==> src/rtl/controle_preparo_pkg.sv <==
// rtl/controle_preparo_pkg.sv - shared codes and state encoding for the brew controller and sensor monitor
package controle_preparo_pkg;

    typedef logic [1:0] status_t;
    typedef logic [3:0] codigo_t;

    // 3'b111 is unused and recovers to OCIOSO.
    typedef enum logic [2:0] {
        OCIOSO          = 3'd0,
        AGUARDA_ANALISE = 3'd1,
        ESPERA_CORRECAO = 3'd2,
        AQUECENDO       = 3'd3,
        BOMBEANDO       = 3'd4,
        CONCLUIDO       = 3'd5,
        BLOQUEADO       = 3'd6
    } estado_t;

    localparam status_t ST_ANALISANDO   = 2'b00;
    localparam status_t ST_ERRO         = 2'b01;
    localparam status_t ST_OK           = 2'b10;
    localparam status_t ST_FALHA_SENSOR = 2'b11;

    localparam codigo_t ERR_AGUA    = 4'b0101;
    localparam codigo_t ERR_CAPSULA = 4'b0110;
    localparam codigo_t ERR_COPO    = 4'b0111;

    localparam codigo_t DISP_NADA   = 4'b0000;
    localparam codigo_t DISP_AQUEC  = 4'b0001;
    localparam codigo_t DISP_BOMBA  = 4'b0010;
    localparam codigo_t DISP_PRONTO = 4'b0011;
    localparam codigo_t DISP_FALHA  = 4'b1111;

    // A phase of N cycles loads N-1 so that the zero flag marks its last cycle.
    function automatic logic [7:0] carga_fase(input int unsigned ciclos);
        logic [7:0] c;
        c = ciclos[7:0];
        return c - 8'd1;
    endfunction

endpackage

==> src/rtl/controle_preparo_if.sv <==
// rtl/controle_preparo_if.sv - user/sensor-monitor side signals of the brew controller
// master: sensor monitor / user side (drives START, STATUS, ERR_CODE)
// slave : controle_preparo (drives TIMER, AQUECEDOR, BOMBA, DISPLAY, PRONTO, FALHA)
interface controle_preparo_if;
    import controle_preparo_pkg::*;

    logic    START;
    status_t STATUS;
    codigo_t ERR_CODE;
    logic    TIMER;
    logic    AQUECEDOR;
    logic    BOMBA;
    codigo_t DISPLAY;
    logic    PRONTO;
    logic    FALHA;

    modport master (
        output START, STATUS, ERR_CODE,
        input  TIMER, AQUECEDOR, BOMBA, DISPLAY, PRONTO, FALHA
    );

    modport slave (
        input  START, STATUS, ERR_CODE,
        output TIMER, AQUECEDOR, BOMBA, DISPLAY, PRONTO, FALHA
    );
endinterface

==> src/rtl/controle_preparo_contador.sv <==
// rtl/controle_preparo_contador.sv - 8-bit saturating down counter with load and zero flag
// Ports: CLK, RESET_N (sync, active low), load/load_val, enable, value, zero.
module contador_regressivo (
    input  logic       CLK,
    input  logic       RESET_N,
    input  logic       load,
    input  logic       enable,
    input  logic [7:0] load_val,
    output logic [7:0] value,
    output logic       zero
);
    always_ff @(posedge CLK) begin
        if (!RESET_N) begin
            value <= 8'd0;
        end else if (load) begin
            value <= load_val;
        end else if (enable && value != 8'd0) begin
            value <= value - 8'd1;
        end
    end

    assign zero = (value == 8'd0);
endmodule

==> src/rtl/controle_preparo.sv <==
// rtl/controle_preparo.sv - coffee brew controller: sensor check, correction window, heat, pump
// Ports: CLK, RESET_N (sync, active low), bus (controle_preparo_if.slave):
//   START, STATUS, ERR_CODE in; TIMER, AQUECEDOR, BOMBA, DISPLAY, PRONTO, FALHA out.
// Moore FSM; every output is registered from the next state on the state edge.
module controle_preparo
    import controle_preparo_pkg::*;
#(
    parameter int unsigned T_ERRO  = 10,
    parameter int unsigned T_AQUEC = 8,
    parameter int unsigned T_BOMBA = 6
) (
    input  logic                 CLK,
    input  logic                 RESET_N,
    controle_preparo_if.slave    bus
);
    localparam logic [7:0] CARGA_ERRO  = 8'(T_ERRO);
    localparam logic [7:0] CARGA_AQUEC = carga_fase(T_AQUEC);
    localparam logic [7:0] CARGA_BOMBA = carga_fase(T_BOMBA);

    estado_t    estado, nxt;
    logic       cnt_load, cnt_en, cnt_zero;
    logic [7:0] cnt_carga, cnt;
    codigo_t    err_ant;
    logic       timer_n;
    codigo_t    disp_n;

    contador_regressivo u_contador (
        .CLK      (CLK),
        .RESET_N  (RESET_N),
        .load     (cnt_load),
        .enable   (cnt_en),
        .load_val (cnt_carga),
        .value    (cnt),
        .zero     (cnt_zero)
    );

    always_comb begin
        nxt       = estado;
        cnt_load  = 1'b0;
        cnt_en    = 1'b0;
        cnt_carga = 8'd0;
        timer_n   = 1'b0;
        case (estado)
            OCIOSO: begin
                if (bus.START) nxt = AGUARDA_ANALISE;
            end
            AGUARDA_ANALISE: begin
                case (bus.STATUS)
                    ST_OK:           begin nxt = AQUECENDO; cnt_load = 1'b1; cnt_carga = CARGA_AQUEC; end
                    ST_ERRO:         begin nxt = ESPERA_CORRECAO; cnt_load = 1'b1; cnt_carga = CARGA_ERRO; end
                    ST_FALHA_SENSOR: nxt = BLOQUEADO;
                    default:         nxt = AGUARDA_ANALISE;
                endcase
            end
            ESPERA_CORRECAO: begin
                if (bus.STATUS == ST_OK) begin
                    nxt       = AQUECENDO;
                    cnt_load  = 1'b1;
                    cnt_carga = CARGA_AQUEC;
                end else if (bus.STATUS == ST_FALHA_SENSOR) begin
                    nxt = BLOQUEADO;
                end else if (bus.STATUS == ST_ERRO && bus.ERR_CODE != err_ant) begin
                    // A different error gets a fresh window; TIMER drops with the reload.
                    cnt_load  = 1'b1;
                    cnt_carga = CARGA_ERRO;
                end else begin
                    cnt_en  = 1'b1;
                    // Registered together with the counter reaching 0, so TIMER
                    // shows T_ERRO cycles after the window opened and then holds.
                    timer_n = (cnt <= 8'd1);
                end
            end
            AQUECENDO: begin
                if (bus.STATUS == ST_FALHA_SENSOR) begin
                    nxt = BLOQUEADO;
                end else if (cnt_zero) begin
                    nxt       = BOMBEANDO;
                    cnt_load  = 1'b1;
                    cnt_carga = CARGA_BOMBA;
                end else begin
                    cnt_en = 1'b1;
                end
            end
            BOMBEANDO: begin
                if (bus.STATUS == ST_FALHA_SENSOR) nxt = BLOQUEADO;
                else if (cnt_zero)                 nxt = CONCLUIDO;
                else                               cnt_en = 1'b1;
            end
            CONCLUIDO: nxt = OCIOSO;
            BLOQUEADO: nxt = BLOQUEADO;
            default:   nxt = OCIOSO;
        endcase

        case (nxt)
            ESPERA_CORRECAO: disp_n = bus.ERR_CODE;
            AQUECENDO:       disp_n = DISP_AQUEC;
            BOMBEANDO:       disp_n = DISP_BOMBA;
            CONCLUIDO:       disp_n = DISP_PRONTO;
            BLOQUEADO:       disp_n = DISP_FALHA;
            default:         disp_n = DISP_NADA;
        endcase
    end

    always_ff @(posedge CLK) begin
        if (!RESET_N) begin
            estado        <= OCIOSO;
            err_ant       <= 4'd0;
            bus.TIMER     <= 1'b0;
            bus.AQUECEDOR <= 1'b0;
            bus.BOMBA     <= 1'b0;
            bus.PRONTO    <= 1'b0;
            bus.FALHA     <= 1'b0;
            bus.DISPLAY   <= DISP_NADA;
        end else begin
            estado        <= nxt;
            err_ant       <= bus.ERR_CODE;
            bus.TIMER     <= timer_n;
            bus.AQUECEDOR <= (nxt == AQUECENDO);
            bus.BOMBA     <= (nxt == BOMBEANDO);
            bus.PRONTO    <= (nxt == CONCLUIDO);
            bus.FALHA     <= (nxt == BLOQUEADO);
            bus.DISPLAY   <= disp_n;
        end
    end
endmodule

==> src/flat_wrapper.sv <==
// flat-port wrapper written by rule: the top's interface ports become plain ports
module controle_preparo_flat import controle_preparo_pkg::*;
#(
    parameter int unsigned T_ERRO  = 10,
    parameter int unsigned T_AQUEC = 8,
    parameter int unsigned T_BOMBA = 6
)
  (CLK, RESET_N, bus_START, bus_STATUS, bus_ERR_CODE, bus_TIMER, bus_AQUECEDOR, bus_BOMBA, bus_DISPLAY, bus_PRONTO, bus_FALHA);
  controle_preparo_if bus_i ();
  input  logic CLK;
  input  logic RESET_N;
  input wire logic [$bits(bus_i.START)-1:0] bus_START;
  input wire logic [$bits(bus_i.STATUS)-1:0] bus_STATUS;
  input wire logic [$bits(bus_i.ERR_CODE)-1:0] bus_ERR_CODE;
  output wire logic [$bits(bus_i.TIMER)-1:0] bus_TIMER;
  output wire logic [$bits(bus_i.AQUECEDOR)-1:0] bus_AQUECEDOR;
  output wire logic [$bits(bus_i.BOMBA)-1:0] bus_BOMBA;
  output wire logic [$bits(bus_i.DISPLAY)-1:0] bus_DISPLAY;
  output wire logic [$bits(bus_i.PRONTO)-1:0] bus_PRONTO;
  output wire logic [$bits(bus_i.FALHA)-1:0] bus_FALHA;
  assign bus_i.START = bus_START;
  assign bus_i.STATUS = bus_STATUS;
  assign bus_i.ERR_CODE = bus_ERR_CODE;
  assign bus_TIMER = bus_i.TIMER;
  assign bus_AQUECEDOR = bus_i.AQUECEDOR;
  assign bus_BOMBA = bus_i.BOMBA;
  assign bus_DISPLAY = bus_i.DISPLAY;
  assign bus_PRONTO = bus_i.PRONTO;
  assign bus_FALHA = bus_i.FALHA;
  controle_preparo #(.T_ERRO(T_ERRO), .T_AQUEC(T_AQUEC), .T_BOMBA(T_BOMBA)) u_core (.CLK(CLK), .RESET_N(RESET_N), .bus(bus_i));
endmodule
==> config.mk <==
export PLATFORM = sky130hd
export DESIGN_NAME = controle_preparo_flat
export DESIGN_NICKNAME = d
export VERILOG_FILES = /design/src/rtl/controle_preparo_pkg.sv /design/src/rtl/controle_preparo_if.sv /design/src/rtl/controle_preparo_contador.sv /design/src/rtl/controle_preparo.sv /design/src/flat_wrapper.sv
export SDC_FILE = /design/constraint.sdc
export NUM_CORES = 1
export LEC_CHECK = 0
export ABC_AREA = 1
export CAP_MARGIN = 20
export CORE_MARGIN = 2
export CORE_UTILIZATION = 40
export DETAILED_ROUTE_END_ITERATION = 6
export PLACE_DENSITY_LB_ADDON = 0.1
export SETUP_SLACK_MARGIN = 0.5
export SYNTH_ARGS = -nofsm -noshare
export SYNTH_HDL_FRONTEND = slang
export SYNTH_HIERARCHICAL = 1
export SYNTH_SLANG_ARGS = --single-unit
==> constraint.sdc <==
create_clock -name CLK -period 2.3 [get_ports CLK]
set_input_delay 0.345 -clock CLK [delete_from_list [all_inputs] [get_ports CLK]]
set_output_delay 0.345 -clock CLK [all_outputs]
set_load 0.01 [all_outputs]
==> flow_summary.toml <==
[status]
status = "complete, no violations"

[clock_network]
clk_pin_slew_ns = 0.08
cts.sinks = 24
clock_path_buffers = 2
clk_latency_ns = 0.26
clockRootBuffer = "clkbuf_8"
cts_tree = "yes"
cts_made_buffers = 3
htree_levels = 1

[sta]
rsz0062_at_grt = "false"
finalSetupViolCount = 0
skew_ns = 0.001110
timing.final.crit_share_pct = 73.82
layout_min_cycle_time_ns = 1.698
report.final.slew_viol_count = 0
layout_setup_ws_ns = 0.6022
fmax_mhz = 589.0
hold_violations = 0

[worst_setup_path]
crit_buf_inv = 2
critPathRequiredTime_ns = 2.50
cpMostUsedCell = "nand2_1"
start_kind = "flip-flop"
rrSetupSlack_ns = 0.60
ff2ff_path_depth = 13
path_delay_family = "simple AND/OR/NAND/NOR gates"
timing.rr.end = "u_core/bus.DISPLAY[0]$_SDFF_PN0_"
endpoint_kind = "flip-flop"
slowest_stage = "dfxtp_2"
slowest_delay_ns = 0.34
path_class = "flip-flop to flip-flop"
crit_fanout = 5
path_cells = "inv_4 -> ha_4 -> nand2_2 -> nor2_4 -> buf_6 -> nand2_1 -> nand2_1 -> nand2_2 -> a21oi_2 -> nand2_2 -> nand2_1 -> nand2_1 -> a21oi_1"
rr_startpoint = "u_core/u_contador/value[0]$_SDFFE_PN0P_"
crit_arrival_ns = 1.89

[synthesis]
synth_top_area_share_pct = 31.24
synthArstFlopShare_pct = 0
synth_area_um2 = 1538
yosysWarningCount = 6
syn_inst = 243
ys_seq_area_share_pct = 31.24
synth_area_per_cell_um2 = 6.328
synthTopCellsByArea = "dfxtp_1, nand2_1, nand3_1"
synthDistinctLibCells = 24
yosysTopAreaCell = "dfxtp_1"
synth_edf_count = 0
ys_seq_elements = 24
synthFlopType = "dfxtp_1"

[routing]
via_per_inst = 4.773
wire_per_inst_um = 11.48
num_vias = 1599
ant_nets = 0
first_pass_iters = 4
drc = 0
drt_iter0_drc = 82
wirelength_um = 3846

[cells_and_area]
syn_to_final_growth_pct = 38.57
stdcell_area_um2 = 2131
layout.nets = 305
antenna_cells = 0
fillers = 366
drive_gt1_share_pct = 26.13

[global_routing]
track_usage_pct = 18.52
grt_pass1_wl_um = 6341
grt_pass1_vias = 1523
overflow = 0
grt_max_degree = 14
antenna_found_initial = 0

[worst_hold_path]
holdPathEnd = "u_core/err_ant[3]$_SDFF_PN0_"
worstHoldStart = "bus_ERR_CODE[3]"
hold_depth = 3
hold_path_class = "input pin to flip-flop"

[place]
portBuffers = 17
gp_congestion = 0.8981
detailed_place_hpwl_um = 2716
place_area_um2 = 1846
dp_worst_setup_slack_ns = -0.05171

[floorplan]
ioPinCount = 18
initial_core_util_pct = 41.69
die_h_um = 66
dieArea_um2 = 4356
core_area_um2 = 3689
rows = 22
die_w_um = 66

[pwr]
p_per_area_nw_per_um2 = 777.7
power_mw = 1.657
p_leak_nw = 1.071
vdd_drop_max_v = 0.0004855

[run]
drv_cap = 0
cell families (layout without fill, tap and decap cells):
| logic type | after synthesis | after routing | share of synthesized area, % |
|---|---|---|---|
| AO/OA/AOI/OAI | 16 | 16 | 5.370 |
| adder cells (fa/ha/maj) | 8 | 8 | 6.510 |
| AND/OR/NAND/NOR | 150 | 150 | 44.18 |
| flip-flops | 24 | 24 | 31.24 |
| buffers and inverters | 39 | 80 | 9.601 |
| XOR/XNOR | 5 | 5 | 2.848 |
| other | 1 | 4 | 0.2439 |
stage by stage:
stage,hold WS (ns),setup TNS [ns],utilization (%),instances
after global placement,0.4902,0,50.03,319
after detailed placement,0.4866,-0.1848,50.03,319
final,0.3408,0,57.77,335
after CTS,0.4412,0,53.83,327
after floorplan,0.4385,0,-,246
after global routing,0.3591,0,57.77,335
per-layer routing:
layer,vias to the layer above,global-route usage (%),wire length [um]
met4,0,5.102,31
met2,34,32.70,1977
li1,850,-,-
met5,-,0,0
met3,4,3.748,130
met1,711,22.75,1706
worst min-delay path, stage by stage:
cell            delay, ns
dlymetal6s2s_1       0.11
nand2_1              0.07
inv_1                0.05
cells in the mapped netlist, drive strengths merged, types with 2 or more instances:
| cell type | count |
|---|---|
| or2 | 2 |
| xnor2 | 5 |
| nand3 | 32 |
| inv | 37 |
| nand4 | 4 |
| o21ai | 9 |
| a21oi | 6 |
| dfxtp | 24 |
| nor2 | 29 |
| nor4 | 3 |
| nor3 | 5 |
| nand2 | 75 |
| ha | 8 |
where the power goes:
| group | switching [mW] | internal [mW] | total, mW |
|---|---|---|---|
| clock | 0.133 | 0.153 | 0.285 |
| sequential | 0.0610 | 0.469 | 0.530 |
| combinational | 0.486 | 0.355 | 0.841 |
| total | 0.680 | 0.977 | 1.66 |
state kept, by name (all words and copies together), names as in the netlist:
signal and flops:
u_core/u_contador/value 8, u_core/bus.DISPLAY 4, u_core/err_ant 4, u_core/estado 3
u_core/bus.AQUECEDOR 1, u_core/bus.BOMBA 1, u_core/bus.FALHA 1, u_core/bus.PRONTO 1
u_core/bus.TIMER 1
repair_timing:
item | 4_1_cts | 5_1_grt
gates cloned | 1 | 0
pin swaps | 6 | 20
endpoints found under the setup margin | 14 | 16
hold buffers | 0 | 0
buffers inserted | 3 | 8
gates resized for setup | 20 | 31
final cells by class:
class                      instances  area, um^2  area share, %
tap                               48       60.06          2.819
timing repair buffer              37       327.8          15.38
inverter                          38       148.9          6.988
multi-input combinational        183        1042          48.91
sequential                        24       489.2          22.96
clock buffer                       4       55.05          2.584
timing repair inverter             1       7.507         0.3523
cell usage in the layout, fill, tap and decap left out, types with 6 or more instances in the layout:
cell / count
nor2_1: 21
buf_4: 18
nand2_1: 63
nand2_2: 10
dfxtp_2: 7
inv_2: 8
clkdlybuf4s50_1: 11
dfxtp_1: 17
inv_1: 27
nand3_1: 26
o21ai_1: 6
how the worst max path moves through the flow:
stage | from | to | cells after the start | slack, ns
6_report | u_core/u_contador/value[0]$_SDFFE_PN0P_ | u_core/bus.DISPLAY[0]$_SDFF_PN0_ | 13 | 0.60
5_1_grt | bus_ERR_CODE[1] | u_core/u_contador/value[1]$_SDFFE_PN0P_ | 11 | 0.48
4_1_cts | bus_ERR_CODE[2] | u_core/u_contador/value[1]$_SDFFE_PN0P_ | 12 | 0.50
3_5_place_dp | bus_STATUS[0] | u_core/u_contador/value[5]$_SDFFE_PN0P_ | 12 | -0.05
3_3_place_gp | bus_STATUS[0] | u_core/u_contador/value[5]$_SDFFE_PN0P_ | 12 | 0.02
2_1_floorplan | u_core/u_contador/value[0]$_SDFFE_PN0P_ | u_core/u_contador/value[1]$_SDFFE_PN0P_ | 12 | 0.56
Note: power is estimated with default switching activity, not from simulation.
